File: src/rtl/xbar_pkg.sv
// Shared crossbar definitions: arbiter state encoding and default sizing.
// Users of this package: slave_port_arbiter (optional watchdog via
// SLAVE_PORT_ARBITER_TIMEOUT_EN) and rr_priority_pick.
package xbar_pkg;

  // Default number of requesting masters per slave port.
  localparam int unsigned NMastersDefault = 4;

  // Default number of un-acked grant cycles before the watchdog aborts.
  localparam int unsigned TimeoutCyclesDefault = 16;

  // Watchdog counter width; covers the full 1..255 timeout range.
  localparam int unsigned WdogWidth = 8;

  // Arbiter FSM: waiting for requests, or one master owns the slave.
  typedef enum logic [0:0] {
    StIdle = 1'b0,
    StBusy = 1'b1
  } arb_state_e;

endpackage

File: src/rtl/rr_priority_pick.sv
// Round-robin request picker. Priority starts at the master after last_idx
// and wraps, so the most recently served master is the lowest priority.
// Purely combinational.
module rr_priority_pick
  import xbar_pkg::*;
#(
  parameter int unsigned N_MASTERS = NMastersDefault,
  parameter int unsigned IdxW      = $clog2(N_MASTERS)
) (
  input  logic [N_MASTERS-1:0] req_i,
  input  logic [IdxW-1:0]      last_idx_i,
  output logic [N_MASTERS-1:0] pick_o,
  output logic [IdxW-1:0]      idx_o,
  output logic                 any_o
);

  // Scan N_MASTERS candidates starting one past last_idx; first requester wins.
  always_comb begin
    int unsigned cand;
    logic [IdxW-1:0] cand_idx;
    pick_o   = '0;
    idx_o    = '0;
    any_o    = 1'b0;
    cand     = 0;
    cand_idx = '0;
    for (int unsigned off = 1; off <= N_MASTERS; off++) begin
      cand     = (32'(last_idx_i) + off) % N_MASTERS;
      cand_idx = IdxW'(cand);
      if (!any_o && req_i[cand_idx]) begin
        any_o            = 1'b1;
        pick_o[cand_idx] = 1'b1;
        idx_o            = cand_idx;
      end
    end
  end

endmodule

File: src/rtl/slave_port_arbiter.sv
// Per-slave-port arbiter for the crossbar. Grants one master at a time in
// round-robin order, holds the grant until the slave acks, then inserts one
// idle cycle before the next grant. Address decode is done outside.
// Optional watchdog abort: define SLAVE_PORT_ARBITER_TIMEOUT_EN.
module slave_port_arbiter
  import xbar_pkg::*;
#(
  parameter int unsigned N_MASTERS      = NMastersDefault,
  parameter int unsigned TIMEOUT_CYCLES = TimeoutCyclesDefault
) (
  input  logic                         clk,
  input  logic                         rst,
  input  logic [N_MASTERS-1:0]         req,
  input  logic                         slave_ack,
  output logic [N_MASTERS-1:0]         grant,
  output logic [$clog2(N_MASTERS)-1:0] grant_idx,
  output logic                         grant_valid,
  output logic [N_MASTERS-1:0]         master_ack,
  output logic                         timeout_err
);

  localparam int unsigned IdxW = $clog2(N_MASTERS);

  arb_state_e              state_q, state_d;
  logic [N_MASTERS-1:0]    grant_q, grant_d;
  logic [IdxW-1:0]         grant_idx_q, grant_idx_d;
  logic [IdxW-1:0]         last_idx_q, last_idx_d;
  logic [N_MASTERS-1:0]    pick;
  logic [IdxW-1:0]         pick_idx;
  logic                    pick_any;
  logic                    txn_end;

`ifdef SLAVE_PORT_ARBITER_TIMEOUT_EN
  localparam logic [WdogWidth-1:0] WdogLast = WdogWidth'(TIMEOUT_CYCLES - 1);

  logic [WdogWidth-1:0]    wdog_q, wdog_d;
  logic                    timeout_err_q, timeout_err_d;
`endif

  rr_priority_pick #(
    .N_MASTERS (N_MASTERS),
    .IdxW      (IdxW)
  ) u_pick (
    .req_i      (req),
    .last_idx_i (last_idx_q),
    .pick_o     (pick),
    .idx_o      (pick_idx),
    .any_o      (pick_any)
  );

  // Next-state: grant on a request in idle; end on ack (or watchdog) in busy.
  always_comb begin
    state_d     = state_q;
    grant_d     = grant_q;
    grant_idx_d = grant_idx_q;
    last_idx_d  = last_idx_q;
    txn_end     = 1'b0;
`ifdef SLAVE_PORT_ARBITER_TIMEOUT_EN
    wdog_d        = wdog_q;
    timeout_err_d = 1'b0;
`endif
    case (state_q)
      StIdle: begin
        if (pick_any) begin
          state_d     = StBusy;
          grant_d     = pick;
          grant_idx_d = pick_idx;
`ifdef SLAVE_PORT_ARBITER_TIMEOUT_EN
          wdog_d      = '0;
`endif
        end
      end
      StBusy: begin
        // A coincident ack wins over the watchdog: normal completion.
        if (slave_ack) begin
          txn_end = 1'b1;
        end
`ifdef SLAVE_PORT_ARBITER_TIMEOUT_EN
        else if (wdog_q == WdogLast) begin
          txn_end       = 1'b1;
          timeout_err_d = 1'b1;
        end else begin
          wdog_d = wdog_q + WdogWidth'(1);
        end
`endif
        if (txn_end) begin
          state_d     = StIdle;
          grant_d     = '0;
          grant_idx_d = '0;
          last_idx_d  = grant_idx_q;
`ifdef SLAVE_PORT_ARBITER_TIMEOUT_EN
          wdog_d      = '0;
`endif
        end
      end
      default: begin
        state_d     = StIdle;
        grant_d     = '0;
        grant_idx_d = '0;
      end
    endcase
  end

  // FSM and registered outputs; reset parks priority so master 0 goes first.
  always_ff @(posedge clk) begin
    if (rst) begin
      state_q       <= StIdle;
      grant_q       <= '0;
      grant_idx_q   <= '0;
      last_idx_q    <= IdxW'(N_MASTERS - 1);
`ifdef SLAVE_PORT_ARBITER_TIMEOUT_EN
      wdog_q        <= '0;
      timeout_err_q <= 1'b0;
`endif
    end else begin
      state_q       <= state_d;
      grant_q       <= grant_d;
      grant_idx_q   <= grant_idx_d;
      last_idx_q    <= last_idx_d;
`ifdef SLAVE_PORT_ARBITER_TIMEOUT_EN
      wdog_q        <= wdog_d;
      timeout_err_q <= timeout_err_d;
`endif
    end
  end

  assign grant       = grant_q;
  assign grant_idx   = grant_idx_q;
  assign grant_valid = |grant_q;
  // grant_q is zero while idle, so acks outside a transaction reach nobody.
  assign master_ack  = grant_q & {N_MASTERS{slave_ack}};

`ifdef SLAVE_PORT_ARBITER_TIMEOUT_EN
  assign timeout_err = timeout_err_q;
`else
  logic unused_timeout_cfg;
  assign unused_timeout_cfg = ^TIMEOUT_CYCLES;
  assign timeout_err        = 1'b0;
`endif

endmodule

File: config.mk
export PLATFORM = sky130hd
export DESIGN_NAME = slave_port_arbiter
export DESIGN_NICKNAME = d
export VERILOG_FILES = /design/src/rtl/xbar_pkg.sv /design/src/rtl/rr_priority_pick.sv /design/src/rtl/slave_port_arbiter.sv
export SDC_FILE = /design/constraint.sdc
export NUM_CORES = 1
export LEC_CHECK = 0
export ABC_AREA = 1
export CAP_MARGIN = 20
export CELL_PAD_IN_SITES_DETAIL_PLACEMENT = 1
export CELL_PAD_IN_SITES_GLOBAL_PLACEMENT = 1
export CORE_ASPECT_RATIO = 1.5
export CORE_MARGIN = 1.5
export CORE_UTILIZATION = 35
export CTS_BUF_LIST = sky130_fd_sc_hd__clkbuf_8
export CTS_CLUSTER_SIZE = 25
export DETAILED_ROUTE_END_ITERATION = 8
export HOLD_SLACK_MARGIN = 0.02
export MAX_ROUTING_LAYER = met4
export PLACE_DENSITY = 0.77
export REMOVE_ABC_BUFFERS = 1
export SLEW_MARGIN = 20
export SYNTH_ARGS = -nofsm -noshare
export SYNTH_HDL_FRONTEND = slang
export SYNTH_HIERARCHICAL = 1
export SYNTH_SLANG_ARGS = --single-unit
File: constraint.sdc
create_clock -name clk -period 2.13 [get_ports clk]
set_input_delay 0.426 -clock clk [delete_from_list [all_inputs] [get_ports clk]]
set_output_delay 0.426 -clock clk [all_outputs]
set_load 0.01 [all_outputs]
==> key figures <==
Power and ir drop
  – Clock power frac: around 28%
  – Pint: 0.436 mW
  – Leak: 0.566 nW
  – Total power: approximately 0.7 mW
  – Peak supply drop: 0.240 mV
  – Combinational share of power: 43.1%
  – Pwr Density: 627 nW/um^2
  – Switch share: 37.4%
  – Sw Pwr: roughly 0.26 mW
  – Part of the power in registers: between 20% and 30%

Place
  – Gpl congestion: 0.836
  – Placed Cells: between 150 and 200
  – Placed cell area: 1060 um^2
  – Post-DP HPWL: 1.94 mm
  – I/O Buffers: 17
  – Post-place setup slack: between 0.03 and 0.04 ns

CTS
  – CTS Sinks: 9
  – Longest Clk Path Bufs: 2
  – PostCTS Resize Cnt: 0
  – CTS tree: done
  – CTS root buffer: clkbuf_8
  – Number of buffers created by CTS: 3
  – Hold_buf cts: 0
  – Post-CTS setup repair buffer count: 0
  – Clock latency on the worst-skew pair: 0.23 ns
  – CTS H-tree depth: 1
  – Clock slew at reported path FFs: 0.05 ns

Worst setup path
  – Crit end category: flip-flop
  – Worst Setup Path Type: flip-flop to flip-flop
  – Critical path arrival: 1.94 ns
  – Worst setup SP type: flip-flop
  – CP required: 2.29 ns
  – CP max FO: 10
  – Worst path cell trace: inv_2, ha_1, inv_1, nand2_2, nand2_2, nor2_2, nor2_1, a21oi_2, nand2_1, a21oi_1
  – Cell mode on critical path: nand2_2
  – Worst path max stage delay: 0.35 ns
  – Crit-path slowest cell: ha_1
  – CP Buf/Inv Count: 2
  – CP top delay family: simple AND/OR/NAND/NOR gates

GRT
  – Overall Global Routing Usage: 20.1%
  – Antenna violations before repair: 0
  – Largest net degree at the start of global routing: 11
  – Vias in the first global route: 967
  – First-pass GRT wire length: 4.15 mm
  – Gr ovfl total: 0

Timing
  – RSZ-0062 raised after global routing: no
  – Final worst slack: 0.354 ns
  – Final min period: 1.78 ns
  – Final Setup Violations: 0
  – Final max-slew violation count: 0
  – Final clock skew: between 0.001 and 0.0015 ns
  – Period utilization: 83.4%
  – Fmax: about 560 MHz
  – Setup TNS: 0 ns
  – Final hold slack: approximately 0.50 ns
  – Hold Vio Cnt, Final: 0

Layout
  – Number of diodes: 0
  – Share of cells above drive strength 1: 16.3%
  – Final Core Density: 49.1%
  – Fill count: 308
  – Most frequent cells in the layout: nand2_1 (30), nand3_1 (22), clkdlybuf4s50_1 (16), inv_1 (14), a21oi_1 (10)
  – Area grow syn2layout: 32.0%
  – Finished Cell Area: around 1100 um^2
  – # nets final: 169
  – Non-filler instance count after layout: around 180
  – Storage cell area: 180 um^2
  – Commonest non-fill, non-tap cell in the layout: nand2_1
  – Area occupied by multi-input gates: ~590 um^2

Run status
  – Outcome: finished clean

Floorplan
  – Die Wd: 43.0 um
  – Die height: 63.0 um
  – Initial core utilization: 37.2%
  – Core area: 2260 um^2
  – I/O Pins: 19
  – Die footprint: about 2700 um^2
  – Rows: 21

Synthesis
  – Seq cells post-synth: 9
  – Seq/Total Area, Yosys: 21.4%
  – Post-synth cell types: 21
  – Syn_area_per_cell: 6.52 um^2
  – Synth Instances: 129
  – Cell area after synthesis: 841 um^2
  – Synth Warn #: 6

Route
  – DR WL/cell: between 10 and 15 um
  – Post-route DRC: 0
  – Number of vias per cell: 5.35
  – Routed vias: 941
  – Total wire length: 2.28 mm
  – Final ANT Viol Nets: 0
  – Iteration-0 DRC Markers: 6
  – TritonRoute pass-1 iters: 4

Hold path
  – Min-Delay Path Class: flip-flop to flip-flop

Flow run
  – Max Cap Viol: 0
==> flip-flops by register name, indices dropped and copies added (netlist names) <==
register and count:
state_q 1, grant_idx 2, grant 4, last_idx_q 2
==> routing by layer <==
metal  up-vias  share of wire (%)  GRT usage, %
met5         -                  0             -
met4         0                3.0          10.6
met3         6                2.9          1.45
met2        23                 58          38.6
met1       439                 36          18.6
li1        473                  -             -
==> cell families after synthesis <==
group | share of synthesized area (%)
buffers and inverters | 8.78
other | 0.446
adders and majority gates | 11.9
DFF | 21.4
AOI/OAI and AO/OA | 11.9
and+or+nand+nor | 45.5
==> worst paths after layout <==
path / to / start / slack (ns) / cells past startpoint
max reg2reg: grant_idx[0] / last_idx_q[0] / 0.35 / 10
max: grant_idx[0] / last_idx_q[0] / 0.35 / 10
min: last_idx_q[0] / grant_idx[0] / 0.50 / 2
min reg2reg: last_idx_q[0] / grant_idx[0] / 0.50 / 2
==> layout make-up <==
type	count	share of cell area (%)
inverters	17	5.98
flip-flops and latches	9	16.2
clock buffers	3	3.72
clock inverters	1	0.338
well taps	23	2.59
multi-input cells	102	52.9
repair buffers	21	18.3
==> power groups by stage <==
stage / registers, mW / logic (mW) / clock network (mW)
after floorplan: 0.213 / 0.181 / 0
after global placement: 0.205 / 0.294 / 0
after detailed placement: 0.205 / 0.303 / 0
after CTS: 0.203 / 0.304 / 0.199
after global routing: 0.205 / 0.334 / 0.205
final: 0.202 / 0.300 / 0.194
==> synth_stat cells (all sizes together) <==
| cell type | instances | area [um^2] |
|---|---|---|
| a21oi | 11 | 58.8 |
| nand4 | 6 | 37.5 |
| buf | 1 | 7.51 |
| o21ai | 1 | 5.00 |
| a21boi | 4 | 30.0 |
| nand3 | 23 | 120 |
| dfxtp | 9 | 180 |
| nand2 | 38 | 168 |
| nor2 | 9 | 57.6 |
| inv | 17 | 66.3 |
| conb | 1 | 3.75 |
| ha | 8 | 100 |
| a31oi | 1 | 6.26 |
==> worst register-to-register path, delay by kind of cell, from the launching register on <==
family                     cells  cell delay, ns
DFF                            1            0.34
adders and majority gates      1            0.35
buffers and inverters          2            0.21
and+or+nand+nor                5            0.55
AOI/OAI and AO/OA              2            0.26
No activity file was read; power rests on OpenSTA's default activity.
